**src/rtl/alu_pkg.sv**
```systemverilog
// alu_pkg: shared widths, opcode slot codes and result-stage FIFO states
package alu_pkg;
  localparam int DATA_W = 16;
  localparam int NUM_SRC = 16;
  localparam int OP_W = $clog2(NUM_SRC);
  typedef enum logic [3:0] {
    OP_ADD  = 4'd0,
    OP_SUB  = 4'd1,
    OP_AND  = 4'd2,
    OP_OR   = 4'd3,
    OP_XOR  = 4'd4,
    OP_SHL  = 4'd5,
    OP_SHR  = 4'd6,
    OP_SRA  = 4'd7,
    OP_NOT  = 4'd8,
    OP_PASS = 4'd9
  } op_t;
  typedef enum logic [1:0] {EMPTY, ONE, TWO} state_t;
endpackage

```
**src/rtl/alu_result_mux.sv**
```systemverilog
// alu_result_mux: picks one function-unit output word out of the flattened bus
module alu_result_mux
  import alu_pkg::*;
#(
  parameter int DATA_W = alu_pkg::DATA_W,
  parameter int NUM_SRC = alu_pkg::NUM_SRC
) (
  input  logic [NUM_SRC*DATA_W-1:0]  mux_in,
  input  logic [$clog2(NUM_SRC)-1:0] op_sel,
  output logic [DATA_W-1:0]          selWord
);
  assign selWord = mux_in[op_sel*DATA_W +: DATA_W];
endmodule

```
**src/rtl/alu_result_stage.sv**
```systemverilog
// alu_result_stage: 2-entry skid FIFO capturing the selected ALU result; ALU_FLAGS_EN adds zero/neg flags
module alu_result_stage
  import alu_pkg::*;
#(
  parameter int DATA_W = alu_pkg::DATA_W,
  parameter int NUM_SRC = alu_pkg::NUM_SRC
) (
  input  logic                       clk,
  input  logic                       rst_n,
  input  logic [NUM_SRC*DATA_W-1:0]  mux_in,
  input  logic [$clog2(NUM_SRC)-1:0] op_sel,
  input  logic                       in_valid,
  output logic                       in_ready,
  output logic [DATA_W-1:0]          out_result,
  output logic [$clog2(NUM_SRC)-1:0] out_op,
`ifdef ALU_FLAGS_EN
  output logic                       out_zero,
  output logic                       out_neg,
`endif
  output logic                       out_valid,
  input  logic                       out_ready
);
  state_t state, nextState;
  logic [DATA_W-1:0] selWord, headRes, tailRes;
  logic [$clog2(NUM_SRC)-1:0] headOp, tailOp;
  logic push, pop, loadHead, loadTail, shift;
  alu_result_mux #(.DATA_W(DATA_W), .NUM_SRC(NUM_SRC)) uMux (
    .mux_in(mux_in),
    .op_sel(op_sel),
    .selWord(selWord)
  );
  // in_ready depends only on registered state and reset, never on out_ready
  assign in_ready = rst_n && (state != TWO);
  assign out_valid = state != EMPTY;
  assign push = in_valid && in_ready;
  assign pop = out_valid && out_ready;
  assign out_result = headRes;
  assign out_op = headOp;
  always_comb begin
    nextState = state;
    loadHead = 1'b0;
    loadTail = 1'b0;
    shift = 1'b0;
    case (state)
      EMPTY: begin
        loadHead = push;
        nextState = push ? ONE : EMPTY;
      end
      ONE: begin
        loadHead = push && pop;
        loadTail = push && !pop;
        nextState = push ? (pop ? ONE : TWO) : (pop ? EMPTY : ONE);
      end
      TWO: begin
        shift = pop;
        nextState = pop ? ONE : TWO;
      end
      default: nextState = EMPTY;
    endcase
  end
  always_ff @(posedge clk) begin
    if (!rst_n) begin
      state <= EMPTY;
      headRes <= '0;
      headOp <= '0;
      tailRes <= '0;
      tailOp <= '0;
    end else begin
      state <= nextState;
      if (loadHead) begin
        headRes <= selWord;
        headOp <= op_sel;
      end else if (shift) begin
        headRes <= tailRes;
        headOp <= tailOp;
      end
      if (loadTail) begin
        tailRes <= selWord;
        tailOp <= op_sel;
      end
    end
  end
`ifdef ALU_FLAGS_EN
  logic headZero, headNeg, tailZero, tailNeg;
  assign out_zero = headZero;
  assign out_neg = headNeg;
  // flags are taken from the word as it is captured, not from the output
  always_ff @(posedge clk) begin
    if (!rst_n) begin
      headZero <= 1'b0;
      headNeg <= 1'b0;
      tailZero <= 1'b0;
      tailNeg <= 1'b0;
    end else begin
      if (loadHead) begin
        headZero <= selWord == '0;
        headNeg <= selWord[DATA_W-1];
      end else if (shift) begin
        headZero <= tailZero;
        headNeg <= tailNeg;
      end
      if (loadTail) begin
        tailZero <= selWord == '0;
        tailNeg <= selWord[DATA_W-1];
      end
    end
  end
`endif
endmodule

```
**config.mk**
```make
export PLATFORM = sky130hd
export DESIGN_NAME = alu_result_stage
export DESIGN_NICKNAME = d
export VERILOG_FILES = /design/src/rtl/alu_pkg.sv /design/src/rtl/alu_result_mux.sv /design/src/rtl/alu_result_stage.sv
export SDC_FILE = /design/constraint.sdc
export NUM_CORES = 1
export LEC_CHECK = 0
export CORE_MARGIN = 5
export CORE_UTILIZATION = 38
export DETAILED_ROUTE_END_ITERATION = 16
export PLACE_DENSITY_LB_ADDON = 0.3
export RECOVER_POWER = 50
export SLEW_MARGIN = 40
export SYNTH_ARGS = -nofsm -noshare
export SYNTH_HDL_FRONTEND = slang
export SYNTH_HIERARCHICAL = 1
export SYNTH_SLANG_ARGS = --single-unit
```
**constraint.sdc**
```tcl
create_clock -name clk -period 5.7 [get_ports clk]
set_input_delay 1.71 -clock clk [delete_from_list [all_inputs] [get_ports clk]]
set_output_delay 1.71 -clock clk [all_outputs]
set_load 0.05 [all_outputs]
```
Yosys cells after proc, flatten, opt, wreduce, memory -nomap -nowiden --
Index checks and enable logic that the tools add are counted.
Word-level totals: bits in registers 42, input port bits 264
Operators by class: equality and inequality tests 3, shift-type cells 1, muxes and demuxes 12, reduce and logical (&&, ||, !) cells 9
Operators with widths (number):
- variable part select 256 x 9 -> 16 bit | 1
- 2-to-1 mux 16 bit | 2
- 2-to-1 mux 4 bit | 2
- case mux 2 bit (3 select lines) | 1
- logical AND 1 bit | 5
- 2-to-1 mux 1 bit | 4
- 2-to-1 mux 2 bit | 2
- nonzero test 2 bit | 2
- == test 2 x 1 -> 1 bit, second input constant | 1
- == test 2 bit, second input constant | 1
- logical NOT 2 bit | 1
- != test 2 bit, second input constant | 1
- case mux 1 bit (2 select lines) | 1
- logical NOT 1 bit | 1

Depth between registers and ports, before layout --
Gate-level depths: netlist (run 1).
depth after elaboration 6, depth in mapped cells 9

Modules after synthesis --
Netlist (run 1), hierarchy kept.
Modules (own cells, without submodules):
- alu_result_mux | instances 1, cells each 137, area an instance 1933.1 µm², sequential area each 0.0 µm²
- alu_result_stage | instances 1, cells each 222, area an instance 1903.1 µm², sequential area each 840.8 µm²

Worst setup path before layout (run 1) --
No wires, ideal clock.
kind input port to output port, from input rst_n, to output in_ready, arrival time 2117 ps, data required time 3990 ps, path slack 1873 ps, cell stages on the path 1, path buffers 0, cell sequence and2_1
Between the ends: word-level cells in the longest chain between the ends 1
RTL lines:
- start, declared | line alu_result_stage.sv:9 | input logic rst_n,
- logical AND 1 bit | line alu_result_stage.sv:33 | assign in_ready = rst_n && (state != TWO);
- end, declared | line alu_result_stage.sv:13 | output logic in_ready,
Every way passes these cells.

Final worst setup path (run 1) --
Same ends and word-level chain as after synthesis.

==> results of run 1 <==
## worst min-delay path: stages (launching register included)
cell,delay [ps]
dfxtp_1,310
nand2_1,50
a21oi_1,50
## logic make-up after synthesis
kind of cell             Yosys count  synth area share, %
flip-flops                        42                 21.9
adder cells (fa/ha/maj)            2                0.652
multiplexers                      64                 38.6
buffers and inverters             42                 6.46
AO/OA/AOI/OAI                     95                 19.8
AND/OR/NAND/NOR                  114                 12.6
## Yosys cell counts
cell	count	area [sq um]
buf_2	18	90.1
mux4_2	54	1220
inv_1	2	7.51
buf_4	4	30.0
a22oi_1	32	240
ha_1	2	25.0
or2_2	1	6.26
nand4bb_1	1	11.3
a311oi_2	20	300
nand2b_1	1	6.26
nor2_1	2	7.51
buf_1	1	3.75
o21ai_0	1	5.00
and3b_1	2	17.5
clkbuf_1	10	37.5
mux4_1	10	263
buf_6	7	78.8
and2_1	4	25.0
a21oi_1	41	205
and3_1	1	6.26
dfxtp_1	42	841
nand3b_1	3	22.5
nor2b_1	2	12.5
a211o_1	1	8.76
and2_4	1	8.76
nand2_1	96	360
## registers in the layout, indices dropped and copies added, names as in the netlist
name / count
tailRes: 16
out_result: 16
tailOp: 4
out_op: 4
state: 2
## through the flow
step	power (mW)	utilization, %	cells
2_1_floorplan	0.556	-	359
3_3_place_gp	0.789	68.1	744
3_5_place_dp	0.798	68.1	744
4_1_cts	0.980	69.0	750
5_1_grt	1.01	69.2	753
6_report	0.973	69.2	753
## power groups by stage
stage | combinational [mW] | sequential [mW] | clock, mW
4_1_cts | 0.472 | 0.320 | 0.187
2_1_floorplan | 0.191 | 0.364 | 0
6_report | 0.467 | 0.320 | 0.187
5_1_grt | 0.492 | 0.322 | 0.201
3_3_place_gp | 0.462 | 0.327 | 0
3_5_place_dp | 0.471 | 0.327 | 0
## cell type report
type	count	area [sq um]	share of cell area, %
Antenna cell	1	2.50	0.0369
Sequential cell	42	841	12.4
Tap cell	133	166	2.45
Timing Repair Buffer	294	2940	43.3
Multi-Input combinational cell	275	2750	40.5
Inverter	2	7.51	0.111
Clock buffer	6	82.6	1.22
## layout by cell type, fill, tap and decap left out, drive strengths merged, types with 2 or more instances in the layout
cell,netlist,routed
a21oi,41,41
a22oi,32,32
a311oi,20,20
and2,5,5
and3b,2,2
buf,30,10
clkbuf,10,7
clkdlybuf4s50,0,261
dfxtp,42,42
dlygate4sd3,0,22
ha,2,2
inv,2,2
mux4,64,64
nand2,96,96
nand3b,3,3
nor2,2,2
nor2b,2,2
## per-layer routing
metal  global-route usage, %  part of all wire, %  vias up
met2                    51.0                   55      194
met5                       0                    0        -
met3                    5.69                  7.3       24
met4                    6.98                  2.3        0
met1                    30.9                   36     2090
li1                        -                    -     1939
## worst min-delay path by stage
stage                            end  cells after the start  startpoint
final                     tailRes[8]                      2  tailRes[8]
after detailed placement   tailOp[2]                      2   tailOp[2]
after floorplan            tailOp[0]                      2   tailOp[0]
after global routing      tailRes[4]                      2  tailRes[4]
after CTS                  tailOp[2]                      2   tailOp[2]
after global placement    tailRes[8]                      2  tailRes[8]
==> results.cfg, run 1 <==
[global_route]
grt_pass1_wl_um = 25800
grt_pass1_vias = 4468
grt_antenna_before_repair = 1
grt_overflow = 0
grt_usage_pct = 27.1
grt_start_max_net_pins = 46

[power]
p_int_uw = 686
leakagePower_nw = 2.42
p_comb_share_pct = 47.9
vdd_drop_max_mv = 0.0813
swShare_pct = 29.6
pwr-share-seq_pct = 32.8
power_frac_clock_pct = 19.2
power_density_nw_per_um2 = 143
p_sw_uw = 288

[clock_network]
cts_buffers = 5
clock_path_buffers = 2
clk_pin_slew_ps = 70
cts-root-buf = clkbuf_8
tritoncts = yes
h-tree-depth = 2
clkSinkCount = 42
post-cts-setup-buffers = 0
hold_buffers = 0
worst_skew_pair.late_latency_ps = 290
ctsResizeCount = 0

[synthesis]
ys_ff_latch = 42
netlist_instances = 359
synth-seq-area-share_pct = 21.9
synth_nets = 625
synth_area_sq_um = 3840
ys.warnings.count = 6
yosys.cell_types.count = 26
avgSynthCellArea_sq_um = 10.7

[setup_path]
crit_path_end_kind = primary output
r2r_end = out_result[11]
cp_slowest_cell = clkdlybuf4s50_1
worst_ep_arrival_time_ps = 3270
critical-path-max-stage-delay_ps = 790
critPathMaxFanout = 5
cp_num_buf_inv = 2
critPathLaunch = rst_n
criticalPathCategory = primary input to primary output
endpoint = in_ready
path_cells = dlygate4sd3_1, and2_1, clkdlybuf4s50_1
cp.depth = 3
cp-start-kind = primary input
path_delay_family = buffers and inverters
r2r_cells = 6
reg2reg_from = state[1]
crit_required_ps = 3990
r2r_setup_slack_ps = 3180

[timing]
setup_viol = 0
post-route-period-util_pct = 87.4
hold_viol = 0
relSlewSlack_pct = 39.2
worst_slack_ps = 721
setup_tns_ps = 0
skew_ps = 6.36
rsz0062_at_grt = false
report.final.slew_viol_count = 0
fin_crit_ps = 4980
whs_ps = 459
tightest_slew_ps = 909
clock.fmax_mhz = 201

[placement]
dp_hpwl_um = 14500
port_buffers = 285
place.gp.congestion = 0.882
dp_slack_ps = 785
dpl_cell_area_sq_um = 6690

[final_layout]
nets = 886
fin_area_sq_um = 6790
drive_above_1_share_pct = 15.0
area_delta_synth_final_pct = 77.0
fill_cells = 769

[floorplanning]
fp.dieW_um = 110
std_cell_rows = 36
dieArea_sq_um = 12200
core_area_sq_um = 9820
io_pins = 286
die_h_um = 110
start_util_pct = 39.1

[drt]
first_pass_iters = 5
post-route-drc-count = 0
routed_wl_um = 17500
drtIter0Drc = 221
wl_per_cell_um = 23.2
num_vias = 4247
via_per_inst = 5.64
drt.antenna.violating_nets = 0

[worst_hold_path]
hold_path.class = flip-flop to flip-flop

[status]
status = finished clean

[run]
maxCapViolations = 0
Power figures use the tool's default switching activity.
==> run 2: changes to the inputs <==
--- a/config.mk
+++ b/config.mk
@@ -5,8 +5,10 @@
 export SDC_FILE = /design/constraint.sdc
 export NUM_CORES = 1
 export LEC_CHECK = 0
+export ABC_AREA = 1
 export CORE_MARGIN = 5
-export CORE_UTILIZATION = 38
+export CORE_UTILIZATION = 41
+export CTS_CLUSTER_DIAMETER = 100
 export DETAILED_ROUTE_END_ITERATION = 16
 export PLACE_DENSITY_LB_ADDON = 0.3
 export RECOVER_POWER = 50
==> constraint.sdc (replaced) <==
create_clock -name clk -period 4.9 [get_ports clk]
set_input_delay 1.47 -clock clk [delete_from_list [all_inputs] [get_ports clk]]
set_output_delay 1.47 -clock clk [all_outputs]
set_load 0.05 [all_outputs]
==> results.cfg, run 2 <==
[worst_hold_path]
hold_path.class = flip-flop to flip-flop
hold_path_depth = 2

[floorplanning]
fp.dieW_um = 124
dieArea_sq_um = 15300
core_area_sq_um = 12600
io_pins = 286
start_util_pct = 41.9
die_h_um = 124
std_cell_rows = 41

[clock_network]
worst_skew_pair.late_latency_ps = 280
hold_buffers = 0
clkSinkCount = 42
cts_buffers = 5
h-tree-depth = 2
clock_path_buffers = 2
cts-root-buf = clkbuf_16
tritoncts = yes
clk_pin_slew_ps = 60
post-cts-setup-buffers = 0
ctsResizeCount = 0

[power]
p_comb_share_pct = 47.7
power_frac_clock_pct = 23.6
vdd_drop_max_mv = 0.127
swShare_pct = 34.4
p_int_uw = 856
power_mw = 1.30
power_density_nw_per_um2 = 160
leakagePower_nw = 4.36
pwr-share-seq_pct = 28.7
p_sw_uw = 449

[final_layout]
fin_area_sq_um = 8170
area_delta_synth_final_pct = 54.5
layout_common_cells = 381 x nand2_1, 261 x clkdlybuf4s50_1, 235 x inv_1
final_common_cell = nand2_1
final_cells = 1466
utilization_pct = 64.8
drive_above_1_share_pct = 2.17
nets = 1558
fill_cells = 1246

[setup_path]
crit_top_cell = nand2_1
worst_ep_arrival_time_ps = 4380
criticalPathCategory = primary input to flip-flop
crit_path_end_kind = flip-flop
crit_required_ps = 5060
path_cells = clkdlybuf4s50_1, clkbuf_1, nand2_1, inv_1, ha_1, nand3_1, buf_4, nand2_1, nand2_1, nand2_1, a21oi_1
cp_num_buf_inv = 4
cp.depth = 11
critPathMaxFanout = 41
r2r_cells = 10
cp_slowest_cell = clkbuf_1
critical-path-max-stage-delay_ps = 760
path_delay_family = buffers and inverters
cp-start-kind = primary input

[synthesis]
synth_top_area_cell = nand2_1
yosysMostFrequentCell = nand2_1
ys.flop_type = dfxtp_1
synth_edf_count = 0
ys_top_cells_by_area = nand2_1 27%, nand3_1 20%, inv_1 17%
synth_area_sq_um = 5290
synth-seq-area-share_pct = 15.9
ys_ff_latch = 42
yosys.cell_types.count = 19
synthTopCellsByCount = 381 x nand2_1, 236 x inv_1, 214 x nand3_1
ys.warnings.count = 6
avgSynthCellArea_sq_um = 4.98
async_flop_share_pct = 0
synth_nets = 1329
netlist_instances = 1063
yosys.area.top_type_share_pct = 27.0

[drt]
routed_wl_um = 21700
post-route-drc-count = 0
wl_per_cell_um = 14.8
drt.antenna.violating_nets = 0
drtIter0Drc = 532
num_vias = 7175
first_pass_iters = 5
via_per_inst = 4.89

[timing]
rsz0062_at_grt = false
skew_ps = 2.12
hold_viol = 0
fin_crit_ps = 4220
clock.fmax_mhz = 237
report.final.slew_viol_count = 0
relSlewSlack_pct = 31.6
setup_viol = 0
tightest_slew_ps = 1030
post-route-period-util_pct = 86.2
setup_tns_ps = 0

[run]
maxCapViolations = 0

[placement]
port_buffers = 285
place.gp.congestion = 0.889
dpl_cell_area_sq_um = 8040
dp_hpwl_um = 16600
dp_cells = 1457

[global_route]
grt_antenna_before_repair = 2
grt_pass1_vias = 6542
grt_usage_pct = 27.0
grt_pass1_wl_um = 32700
grt_start_max_net_pins = 113
grt_overflow = 0

[status]
status = finished clean
==> run 2: through the flow <==
step / hold WS (ps) / setup WS, ps
2_1_floorplan: 424 / 1030
3_3_place_gp: 432 / 943
3_5_place_dp: 436 / 918
4_1_cts: 445 / 919
5_1_grt: 461 / 478
6_report: 446 / 678
==> run 2: logic make-up (layout without fill, tap and decap cells) <==
logic type | count (synthesis) | after routing | synth area share, %
buf+inv | 317 | 546 | 25.1
other cells | 0 | 2 | 0
simple gates | 640 | 640 | 52.7
flops | 42 | 42 | 15.9
fa+ha+maj | 2 | 2 | 0.473
compound gates | 62 | 62 | 5.89
==> run 2: routing by layer <==
metal | GRT usage [%] | part of all wire (%)
met2 | 47.1 | 49
met4 | 10.2 | 3.4
met3 | 6.04 | 9.4
met5 | 0 | 0
met1 | 32.5 | 38
==> run 2: worst paths after layout <==
| path | from | endpoint | slack [ps] |
|---|---|---|---|
| max | out_ready | out_result[13] | 680 |
| min | tailRes[8] | tailRes[8] | 450 |
| max reg2reg | state[1] | out_result[13] | 1790 |
| min reg2reg | tailRes[8] | tailRes[8] | 450 |
==> run 2: area by class of cell <==
cell class / count / area [sq um] / share of cell area (%)
multi-input cells: 704 / 3120 / 38.2
repair buffers: 299 / 2950 / 36.1
inverters: 240 / 906 / 11.1
flip-flops and latches: 42 / 841 / 10.3
well taps: 172 / 215 / 2.63
clock buffers: 7 / 133 / 1.62
diodes: 2 / 5.00 / 0.0612
==> run 2: power groups by stage <==
stage                     Combinational (mW)  Clock (mW)  Sequential [mW]
final                                  0.623       0.307            0.375
after global routing                   0.683       0.323            0.377
after CTS                              0.628       0.310            0.375
after detailed placement               0.626           0            0.382
after global placement                 0.621           0            0.382
after floorplan                        0.283           0            0.423
==> run 2: worst register-to-register path, delay by kind of cell (launching register included) <==
kind                     cells  cell delay [ps]
buffers and inverters        2              540
flip-flops                   1              860
AND/OR/NAND/NOR              6             1290
AO/OA/AOI/OAI                1              140
adder cells (fa/ha/maj)      1              220
==> run 3: changes to the inputs <==
--- a/config.mk
+++ b/config.mk
@@ -6,10 +6,13 @@
 export NUM_CORES = 1
 export LEC_CHECK = 0
 export ABC_AREA = 1
+export CELL_PAD_IN_SITES_DETAIL_PLACEMENT = 2
+export CELL_PAD_IN_SITES_GLOBAL_PLACEMENT = 2
 export CORE_MARGIN = 5
-export CORE_UTILIZATION = 41
+export CORE_UTILIZATION = 18
 export CTS_CLUSTER_DIAMETER = 100
 export DETAILED_ROUTE_END_ITERATION = 16
+export MAX_ROUTING_LAYER = met4
 export PLACE_DENSITY_LB_ADDON = 0.3
 export RECOVER_POWER = 50
 export SLEW_MARGIN = 40
==> results.cfg, run 3 (synthesis gave the netlist of run 2 again) <==
[timing]
clock.fmax_mhz = 246
skew_ps = 3.23
tightest_slew_ps = 1220
setup_tns_ps = 0
fin_crit_ps = 4070
report.final.slew_viol_count = 0
rsz0062_at_grt = false
hold_viol = 0
setup_viol = 0
relSlewSlack_pct = 18.3
post-route-period-util_pct = 83.0

[floorplanning]
std_cell_rows = 62
dieArea_sq_um = 32900
die_h_um = 181
fp.dieW_um = 181
io_pins = 286
start_util_pct = 18.3
core_area_sq_um = 28900

[power]
power_mw = 1.38
power_frac_clock_pct = 24.8
pwr-share-seq_pct = 27.1
power_density_nw_per_um2 = 162
p_sw_uw = 502
leakagePower_nw = 4.41
swShare_pct = 36.4
p_comb_share_pct = 48.1
vdd_drop_max_mv = 0.137
p_int_uw = 878

[drt]
num_vias = 7380
drtIter0Drc = 193
wl_per_cell_um = 17.8
first_pass_iters = 4
drt.antenna.violating_nets = 0
routed_wl_um = 30000
via_per_inst = 4.38
post-route-drc-count = 0

[clock_network]
cts-root-buf = clkbuf_16
post-cts-setup-buffers = 0
cts_buffers = 5
tritoncts = yes
clkSinkCount = 42
clock_path_buffers = 2
hold_buffers = 0
worst_skew_pair.late_latency_ps = 290
clk_pin_slew_ps = 60
h-tree-depth = 2
ctsResizeCount = 0

[global_route]
grt_start_max_net_pins = 131
grt_pass1_vias = 8329
grt_usage_pct = 18.3
grt_pass1_wl_um = 46600
grt_antenna_before_repair = 2
grt_overflow = 0

[final_layout]
nets = 1563
area_delta_synth_final_pct = 61.4
layout_common_cells = 379 x nand2_1, 261 x clkdlybuf4s50_1, 236 x inv_1
final_common_cell = nand2_1
drive_above_1_share_pct = 2.77

[status]
status = finished clean

[setup_path]
criticalPathCategory = primary input to flip-flop
r2r_setup_slack_ps = 2700
critPathMaxFanout = 40
cp-start-kind = primary input
crit_path_end_kind = flip-flop
r2r_end = out_result[13]
critPathLaunch = rst_n
reg2reg_from = state[0]
endpoint = out_result[13]
worst_ep_arrival_time_ps = 4180
crit_required_ps = 5020
r2r_cells = 10

[placement]
dp_hpwl_um = 23200
place.gp.congestion = 0.776
port_buffers = 285

[run]
maxCapViolations = 0

[worst_hold_path]
hold_path.class = flip-flop to flip-flop
[run 3: power groups by stage]
stage / sequential, mW / combinational [mW] / clock, mW
floorplan: 0.423 / 0.283 / 0
global placement: 0.382 / 0.667 / 0
detailed placement: 0.382 / 0.682 / 0
CTS: 0.375 / 0.685 / 0.353
global route: 0.376 / 0.736 / 0.364
finish: 0.374 / 0.663 / 0.342
[run 3: worst min-delay path by stage]
stage | start | end | depth (start not counted) | slack (ps)
2_1_floorplan | tailOp[0] | tailOp[0] | 2 | 420
3_3_place_gp | tailRes[8] | tailRes[8] | 2 | 430
3_5_place_dp | tailOp[1] | tailOp[1] | 2 | 440
4_1_cts | tailRes[12] | tailRes[12] | 2 | 450
5_1_grt | tailRes[15] | tailRes[15] | 2 | 460
6_report | tailRes[14] | tailRes[14] | 2 | 450
[run 3: area by class of cell]
| type | instances | area (sq um) |
|---|---|---|
| multi-input combinational | 704 | 3130 |
| inverter | 240 | 903 |
| sequential | 42 | 841 |
| fill | 3615 | 20300 |
| clock inverter | 1 | 5.00 |
| timing repair buffer | 304 | 3030 |
| tap | 384 | 480 |
| antenna | 3 | 7.51 |
| clock buffer | 7 | 143 |
[run 3: metal layers]
layer / vias to the layer above / part of all wire [%] / global-route usage [%]
li1: 3711 / - / -
met4: 0 / 1.1 / 2.97
met2: 179 / 50 / 32.2
met1: 3473 / 42 / 21.4
met3: 17 / 6.6 / 4.78
met5: - / 0 / -
[run 3: critical path, stage by stage]
cell and delay, ps:
clkdlybuf4s50_1 420, inv_1 80, clkbuf_1 900, nor3b_1 200, ha_1 270, nand3_1 110
buf_4 400, nand3_1 140, nand2_1 110, a21oi_1 60
[run 3: metrics by stage]
step / hold WS (ps) / setup WS, ps / std cells / instance area [sq um] / util, %
2_1_floorplan: 424 / 1030 / 1063 / 5290 / -
3_3_place_gp: 432 / 1070 / 1673 / 8360 / 29.0
3_5_place_dp: 439 / 984 / 1674 / 8380 / 29.0
4_1_cts: 451 / 1040 / 1682 / 8530 / 29.5
5_1_grt: 461 / 616 / 1684 / 8530 / 29.6
6_report: 447 / 832 / 1685 / 8530 / 29.6
